**config.mk**
```make
export PLATFORM = sky130hd
export DESIGN_NAME = caf_controller
export DESIGN_NICKNAME = d
export VERILOG_FILES = /design/src/rtl/caf_controller.sv
export SDC_FILE = /design/constraint.sdc
export NUM_CORES = 1
export LEC_CHECK = 0
export BUFFER_PORTS_ARGS = -buffer_cell sky130_fd_sc_hd__buf_2
export CELL_PAD_IN_SITES_DETAIL_PLACEMENT = 2
export CELL_PAD_IN_SITES_GLOBAL_PLACEMENT = 2
export CORE_UTILIZATION = 21
export CTS_CLUSTER_SIZE = 8
export DETAILED_ROUTE_END_ITERATION = 8
export PLACE_DENSITY = 0.79
export SLEW_MARGIN = 25
export SYNTH_ARGS = -nofsm -noshare
export SYNTH_HDL_FRONTEND = slang
export SYNTH_SLANG_ARGS = --single-unit
```
**constraint.sdc**
```tcl
create_clock -name clk -period 3.8 [get_ports clk]
set_input_delay 0.38 -clock clk [delete_from_list [all_inputs] [get_ports clk]]
set_output_delay 0.38 -clock clk [all_outputs]
set_load 0.01 [all_outputs]
```
**src/rtl/caf_controller.sv**
```systemverilog
// CAF engine controller: loads frequency steps into the slices, gates the sample stream,
// then scans the slice peaks and returns the global maximum.
module caf_controller #(
  parameter int unsigned phase_bits          = 10,
  parameter int unsigned foas                = 3,
  parameter int unsigned foas_counter_bits   = 2,
  parameter int unsigned length_counter_bits = 3,
  parameter int unsigned out_max_bits        = 64
) (
  input  logic                                clk,
  input  logic                                rst,
  // frequency step load
  input  logic                                s_axis_freq_step_tvalid,
  input  logic [phase_bits-1:0]               freq_step,
  input  logic                                neg_shift,
  output logic                                s_axis_freq_step_tready,
  output logic [phase_bits-1:0]               slice_freq_step,
  output logic [foas-1:0]                     slice_freq_step_valid,
  output logic [foas-1:0]                     slice_neg_shift,
  // sample stream gating
  input  logic                                s_axis_tvalid,
  output logic                                s_axis_tready,
  output logic                                slice_sample_tvalid,
  input  logic [foas-1:0]                     slice_tready,
  // slice results
  input  logic [foas-1:0]                     slice_result_tvalid,
  input  logic [foas*out_max_bits-1:0]        slice_out_max,
  input  logic [foas*length_counter_bits-1:0] slice_index,
  output logic [foas-1:0]                     slice_result_tready,
  // global result
  output logic                                m_axis_tvalid,
  input  logic                                m_axis_tready,
  output logic [out_max_bits-1:0]             out_max,
  output logic [length_counter_bits-1:0]      index,
  output logic [foas_counter_bits-1:0]        freq_step_index,
  output logic                                busy
);

  typedef enum logic [1:0] {
    StLoad,
    StCorrelate,
    StFindMax,
    StReturnMax
  } state_e;

  localparam logic [foas_counter_bits-1:0] LastSlice = foas_counter_bits'(foas - 1);

  state_e                         state_q;
  logic [foas_counter_bits-1:0]   load_cnt_q;
  logic [foas_counter_bits-1:0]   scan_q;
  logic [foas-1:0]                load_onehot;
  logic [out_max_bits-1:0]        cur_max;
  logic [length_counter_bits-1:0] cur_idx;

  // Decode the load counter into the slice strobe and select the slice under scan.
  always_comb begin
    load_onehot = '0;
    cur_max     = '0;
    cur_idx     = '0;
    for (int k = 0; k < foas; k++) begin
      if (load_cnt_q == foas_counter_bits'(k)) begin
        load_onehot[k] = 1'b1;
      end
      if (scan_q == foas_counter_bits'(k)) begin
        cur_max = slice_out_max[k*out_max_bits +: out_max_bits];
        cur_idx = slice_index[k*length_counter_bits +: length_counter_bits];
      end
    end
  end

  // Handshake readies are combinational but forced low while reset is held.
  assign s_axis_freq_step_tready = !rst && (state_q == StLoad);
  assign s_axis_tready           = !rst && (state_q == StCorrelate) && (&slice_tready);
  assign slice_sample_tvalid     = s_axis_tvalid && s_axis_tready;
  assign slice_result_tready     = {foas{!rst && (state_q == StReturnMax) && m_axis_tready}};
  assign busy                    = !rst && (state_q != StLoad);

  always_ff @(posedge clk) begin
    if (rst) begin
      state_q               <= StLoad;
      load_cnt_q            <= '0;
      scan_q                <= '0;
      slice_freq_step       <= '0;
      slice_freq_step_valid <= '0;
      slice_neg_shift       <= '0;
      m_axis_tvalid         <= 1'b0;
      out_max               <= '0;
      index                 <= '0;
      freq_step_index       <= '0;
    end else begin
      slice_freq_step_valid <= '0;
      slice_neg_shift       <= '0;
      unique case (state_q)
        StLoad: begin
          if (s_axis_freq_step_tvalid) begin
            slice_freq_step       <= freq_step;
            slice_freq_step_valid <= load_onehot;
            slice_neg_shift       <= neg_shift ? load_onehot : '0;
            if (load_cnt_q == LastSlice) begin
              load_cnt_q <= '0;
              state_q    <= StCorrelate;
            end else begin
              load_cnt_q <= load_cnt_q + 1'b1;
            end
          end
        end
        StCorrelate: begin
          if (&slice_result_tvalid) begin
            scan_q  <= '0;
            state_q <= StFindMax;
          end
        end
        StFindMax: begin
          // Strict compare keeps the lowest slice index on ties.
          if ((scan_q == '0) || (cur_max > out_max)) begin
            out_max         <= cur_max;
            index           <= cur_idx;
            freq_step_index <= scan_q;
          end
          if (scan_q == LastSlice) begin
            m_axis_tvalid <= 1'b1;
            state_q       <= StReturnMax;
          end else begin
            scan_q <= scan_q + 1'b1;
          end
        end
        StReturnMax: begin
          if (m_axis_tready) begin
            m_axis_tvalid <= 1'b0;
            state_q       <= StLoad;
          end
        end
        default: state_q <= StLoad;
      endcase
    end
  end

endmodule

```
# Word-level counts from Yosys, hierarchy flattened
# Cells that the tools add are included.
# word_totals
word_cells	75
regBits	92
out_inout_bits	93
# op_classes
magnitude_cmp	1
mux	22
eq_ne	13
n_addsub	2
bitwise_logic	3
reduce_logical	24
# ops
op	n
two-way mux 64 bit	3
greater-than comparator 64 bit	1
two-way mux 2 bit	8
AND reduction 3 bit	4
!= test 2 bit, second input constant	5
two-way mux 3 bit	3
equality test 2 bit, second input constant	4
case mux 2 bit (4 select lines)	1
logical AND 1 bit	7
equality test 2 x 1 -> 1 bit, second input constant	3
logical NOT 2 bit	3
nonzero test 2 bit	3
two-way mux 1 bit	5
AND reduction 5 bit	1
adder 2 x 1 -> 2 bit, second input constant	2
case mux 2 bit (2 select lines)	1
AND reduction 2 bit	2
OR reduction 4 bit	1
inverter 1 bit	3
OR reduction 3 bit	1
!= test 2 x 1 -> 1 bit, second input constant	1
case mux 1 bit (2 select lines)	1
logical NOT 1 bit	1
logical OR 1 bit	1

# Longest topological paths before layout
# logic_depth
word_depth	7
depth_mapped	20

# Least setup slack after synthesis
# No wires, ideal clock.
# synth_timing
path_kind	reg-to-reg
start	register scan_q[1]
end	register out_max[1]
n_path_buf	6
stages_incl_launch_ff	19
arrival_time_ns	3.935
setup_slack_ns	-0.252
period_less_slack_ns	4.052
cell_sequence	dfxtp_1 > inv_1 > ha_1 > clkbuf_1 > clkbuf_1 > clkbuf_1 > a21oi_1 > o21ai_0 > ha_1 > nand3_1 > or4_4 > nor4_2 > nand3_1 > o41a_1 > o311a_1 > clkbuf_2 > buf_6 > buf_6 > a22o_1
# synth_between
elab_chain_len	7
# synth_lines
element	line_no	text
start: declaration	50	logic [foas_counter_bits-1:0] scan_q;
start signal: assignment	124	scan_q <= scan_q + 1'b1;
logical NOT 2 bit	64	if (scan_q == foas_counter_bits'(k)) begin
two-way mux 64 bit (2 in a row)	64	
two-way mux 64 bit (*)	64	
named net cur_max[63]	52	logic [out_max_bits-1:0] cur_max;
greater-than comparator 64 bit (*)	115	if ((scan_q == '0) || (cur_max > out_max)) begin
logical OR 1 bit (*)	115	
AND reduction 2 bit (no line) (*)	-	
end signal: assignment	116	out_max <= cur_max;
end: declaration	33	output logic [out_max_bits-1:0] out_max,
# Mark *: on every way through the listed nets, which the timed path passes. The rest lies on a longest branch.
# A chain may end at the register's enable or synchronous reset.

# Final worst setup path
# layout_timing
start	register scan_q[0]
end	register out_max[46]
# Same word-level chain as after synthesis.

==> qor.yml <==
worst_slew_pin_slew_ns: 0.580
crit_fanout: 6
clock_latency_ns: 0.35
fp.dieArea_um2: 30300
syn_nets: 1151
nets: 1555
regToRegEndpoint: "out_max[46]"
crit_arrival_ns: 4.22
grt_pass1_vias: 8304
ys_warn_count: 0
start_kind: "flop"
r2r_start: "scan_q[0]"
viasPerCell: 4.75
skew_ns: 0.00756
coreArea_um2: 28900
rsz0062_at_grt: "yes"
yosys.area.top_type: "dfxtp_1"
numCtsBuffers: 9
hold_path_class: "in2reg"
reg2reg_slack_ns: -0.13
wl_per_cell_um: 19.1
reg2reg_depth: 17
min_from: "neg_shift"
worst_hold_path.endpoint: "slice_neg_shift[2]"
grt_max_degree: 47
ir_worst_vdd_uv: 179
layout.cells.non_filler: 1652
synthTopCellsByArea: "dfxtp_1 (30%), ha_1 (14%), nand2_1 (10%), a22o_1 (9.7%), a21oi_1 (8.2%)"
async_reset_ff_share_pct: 0
synth_area_um2: 6210
hpwlAfterDp_mm: 22.6
min_period_ns: 3.93
cts.path.max_buffers: 2
place.gp.congestion: 0.821
area_growth_pct: 63.5
setup_violations: 69
leakage_nw: 4.85
whs_ns: 0.257
start_util_pct: 21.5
portBuffers: 315
yosysSeqAreaShare_pct: 29.6
drc_errors: 0
die_height_um: 174
grt-ovfl-total: 0
cp.required_ns: 4.09
synth-seq-cells: 92
h-tree-depth: 3
grt_pass1_wl_mm: 44.6
max_freq_mhz: 255
ios: 316
synth_most_common_cell: "nand2_1"
ys_types: 47
clockRootBuffer: "clkbuf_16"
ctsHoldBuffers: 0
synth_edf_count: 0
synth_top_cell_area_share_pct: 29.6
powerDensity_nw_per_um2: 305
antenna_found_initial: 4
fin_ws_ns: -0.128
syn_inst: 857
path_class: "reg2reg"
die_w_um: 174
fillCellCount: 3393
min_period_over_period_pct: 103
dpl.cell_count: 1592
vias: 7853
synth.top_cells.by_count: "nand2_1 (165), a21oi_1 (102), dfxtp_1 (92)"
p_total_mw: 3.10
grt_use_total_pct: 18.7
dr.pass1.iters: 4
max_cap_violations: 0
holdPathStages: 2
maxSlewViolCount: 0
drive_gt1_share_pct: 40.4
wl_mm: 31.5
failed_checks: "setup timing"
slew_headroom_pct: 61.3
drtIter0Drc: 179
status: "complete, but fails checks"
hold_violations: 0
clock-sinks: 92
ant_nets: 0
cts_tree: "yes"
end_kind: "flop"
fp-row-count: 62
path_clk_slew_ns: 0.07
synthFlopType: "dfxtp_1"
avgSynthCellArea_um2: 7.25
==> cells in the final DEF, fill, tap and decap left out, types with 3 or more instances in the layout <==
| master | synthesis | layout |
|---|---|---|
| dfxtp_1 | 92 | 90 |
| a21oi_2 | 0 | 7 |
| nand4_1 | 10 | 10 |
| o21ai_0 | 76 | 33 |
| nand2_1 | 165 | 165 |
| nor2_1 | 73 | 71 |
| nor3_1 | 4 | 3 |
| nor2b_1 | 5 | 5 |
| o21ai_2 | 0 | 7 |
| clkbuf_16 | 0 | 18 |
| a21oi_1 | 102 | 93 |
| nand3_1 | 8 | 6 |
| buf_16 | 0 | 3 |
| buf_2 | 6 | 315 |
| ha_4 | 0 | 7 |
| a21o_1 | 4 | 4 |
| buf_6 | 4 | 8 |
| o21ai_1 | 2 | 37 |
| inv_1 | 72 | 71 |
| a211oi_1 | 3 | 3 |
| a22o_1 | 69 | 69 |
| ha_1 | 71 | 64 |
| buf_12 | 0 | 18 |
| and2_1 | 5 | 5 |
| buf_4 | 2 | 96 |
| a22oi_1 | 9 | 7 |
==> what timing repair did <==
action | in CTS | in global routing
buffers inserted | 8 | 21
gates resized for setup | 35 | 81
pin swaps | 8 | 37
setup endpoints to repair | 69 | 69
cloned | 3 | 11
==> stage by stage <==
| step | setup slack (ns) | setup TNS, ns | util (%) | cell area (um^2) |
|---|---|---|---|---|
| 2_1_floorplan | 0.0324 | 0 | - | 6230 |
| 3_3_place_gp | -0.355 | -24.01 | 30.8 | 8900 |
| 3_5_place_dp | -0.491 | -32.62 | 30.8 | 8900 |
| 4_1_cts | -0.0574 | -2.84 | 32.8 | 9490 |
| 5_1_grt | -0.289 | -17.11 | 35.1 | 10200 |
| 6_report | -0.128 | -5.97 | 35.1 | 10200 |
==> area by class of cell <==
type | count | area (um^2) | share of cell area (%)
antenna | 2 | 5.00 | 0.0493
clock buffer | 10 | 239 | 2.35
clock inverter | 6 | 71.3 | 0.702
inverter | 72 | 273 | 2.69
multi-input combinational | 635 | 4140 | 40.8
sequential | 92 | 1840 | 18.2
tap | 384 | 480 | 4.73
timing repair buffer | 451 | 3100 | 30.6
==> worst max-delay path by stage <==
stage                     startpoint           to  slack (ns)  cells past startpoint
after floorplan            scan_q[0]   out_max[1]        0.03                     20
after global placement     scan_q[1]  out_max[20]       -0.35                     18
after detailed placement   scan_q[1]  out_max[30]       -0.49                     17
after CTS                  scan_q[0]  out_max[53]       -0.06                     18
after global routing       scan_q[0]  out_max[46]       -0.29                     17
final                      scan_q[0]  out_max[46]       -0.13                     17
==> where the power goes <==
part	switching [mW]	leakage [nW]	internal (mW)
sequential	0.0602	0.745	1.04
clock	0.429	0.145	0.534
combinational	0.541	3.96	0.498
total	1.03	4.85	2.07
==> critical path, stage by stage (launching register included) <==
cell and delay, ns:
dfxtp_2 0.35, buf_6 0.11, ha_4 0.18, buf_12 0.14, buf_4 0.14, nor2_1 0.06, a21oi_1 0.22, o21ai_2 0.10
ha_1 0.30, nand3_2 0.10, or4_4 0.56, nor4_4 0.35, nand3_2 0.13, o41a_1 0.40, o32ai_4 0.22, buf_6 0.20
clkbuf_16 0.16, a22o_1 0.14
==> state kept, by name, summed over array words and instances (netlist names) <==
name and cells:
state_q 2, out_max 64, load_cnt_q 2, m_axis_tvalid 1
index 3, slice_freq_step 10, scan_q 2, freq_step_index 2
slice_freq_step_valid 3, slice_neg_shift 3
==> cells by family (layout without fill, tap and decap cells) <==
| logic type | count (synthesis) | count (layout) | share of synthesized area (%) |
|---|---|---|---|
| AOI/OAI and AO/OA | 278 | 278 | 28.0 |
| adders and majority gates | 71 | 71 | 14.3 |
| buffers and inverters | 130 | 539 | 8.60 |
| DFF | 92 | 92 | 29.6 |
| muxes | 2 | 2 | 0.322 |
| other | 0 | 2 | 0 |
| and+or+nand+nor | 284 | 284 | 19.1 |
==> metal layers <==
| layer | vias to the layer above | GRT usage (%) | wire [um] | part of all wire [%] |
|---|---|---|---|---|
| met3 | 37 | 4.29 | 1760 | 5.6 |
| met2 | 250 | 35.0 | 16300 | 52 |
| met5 | - | 0 | 31 | 0.098 |
| li1 | 3778 | - | - | - |
| met4 | 4 | 3.36 | 530 | 1.7 |
| met1 | 3784 | 21.6 | 12900 | 41 |
Power figures use the tool's default switching activity.
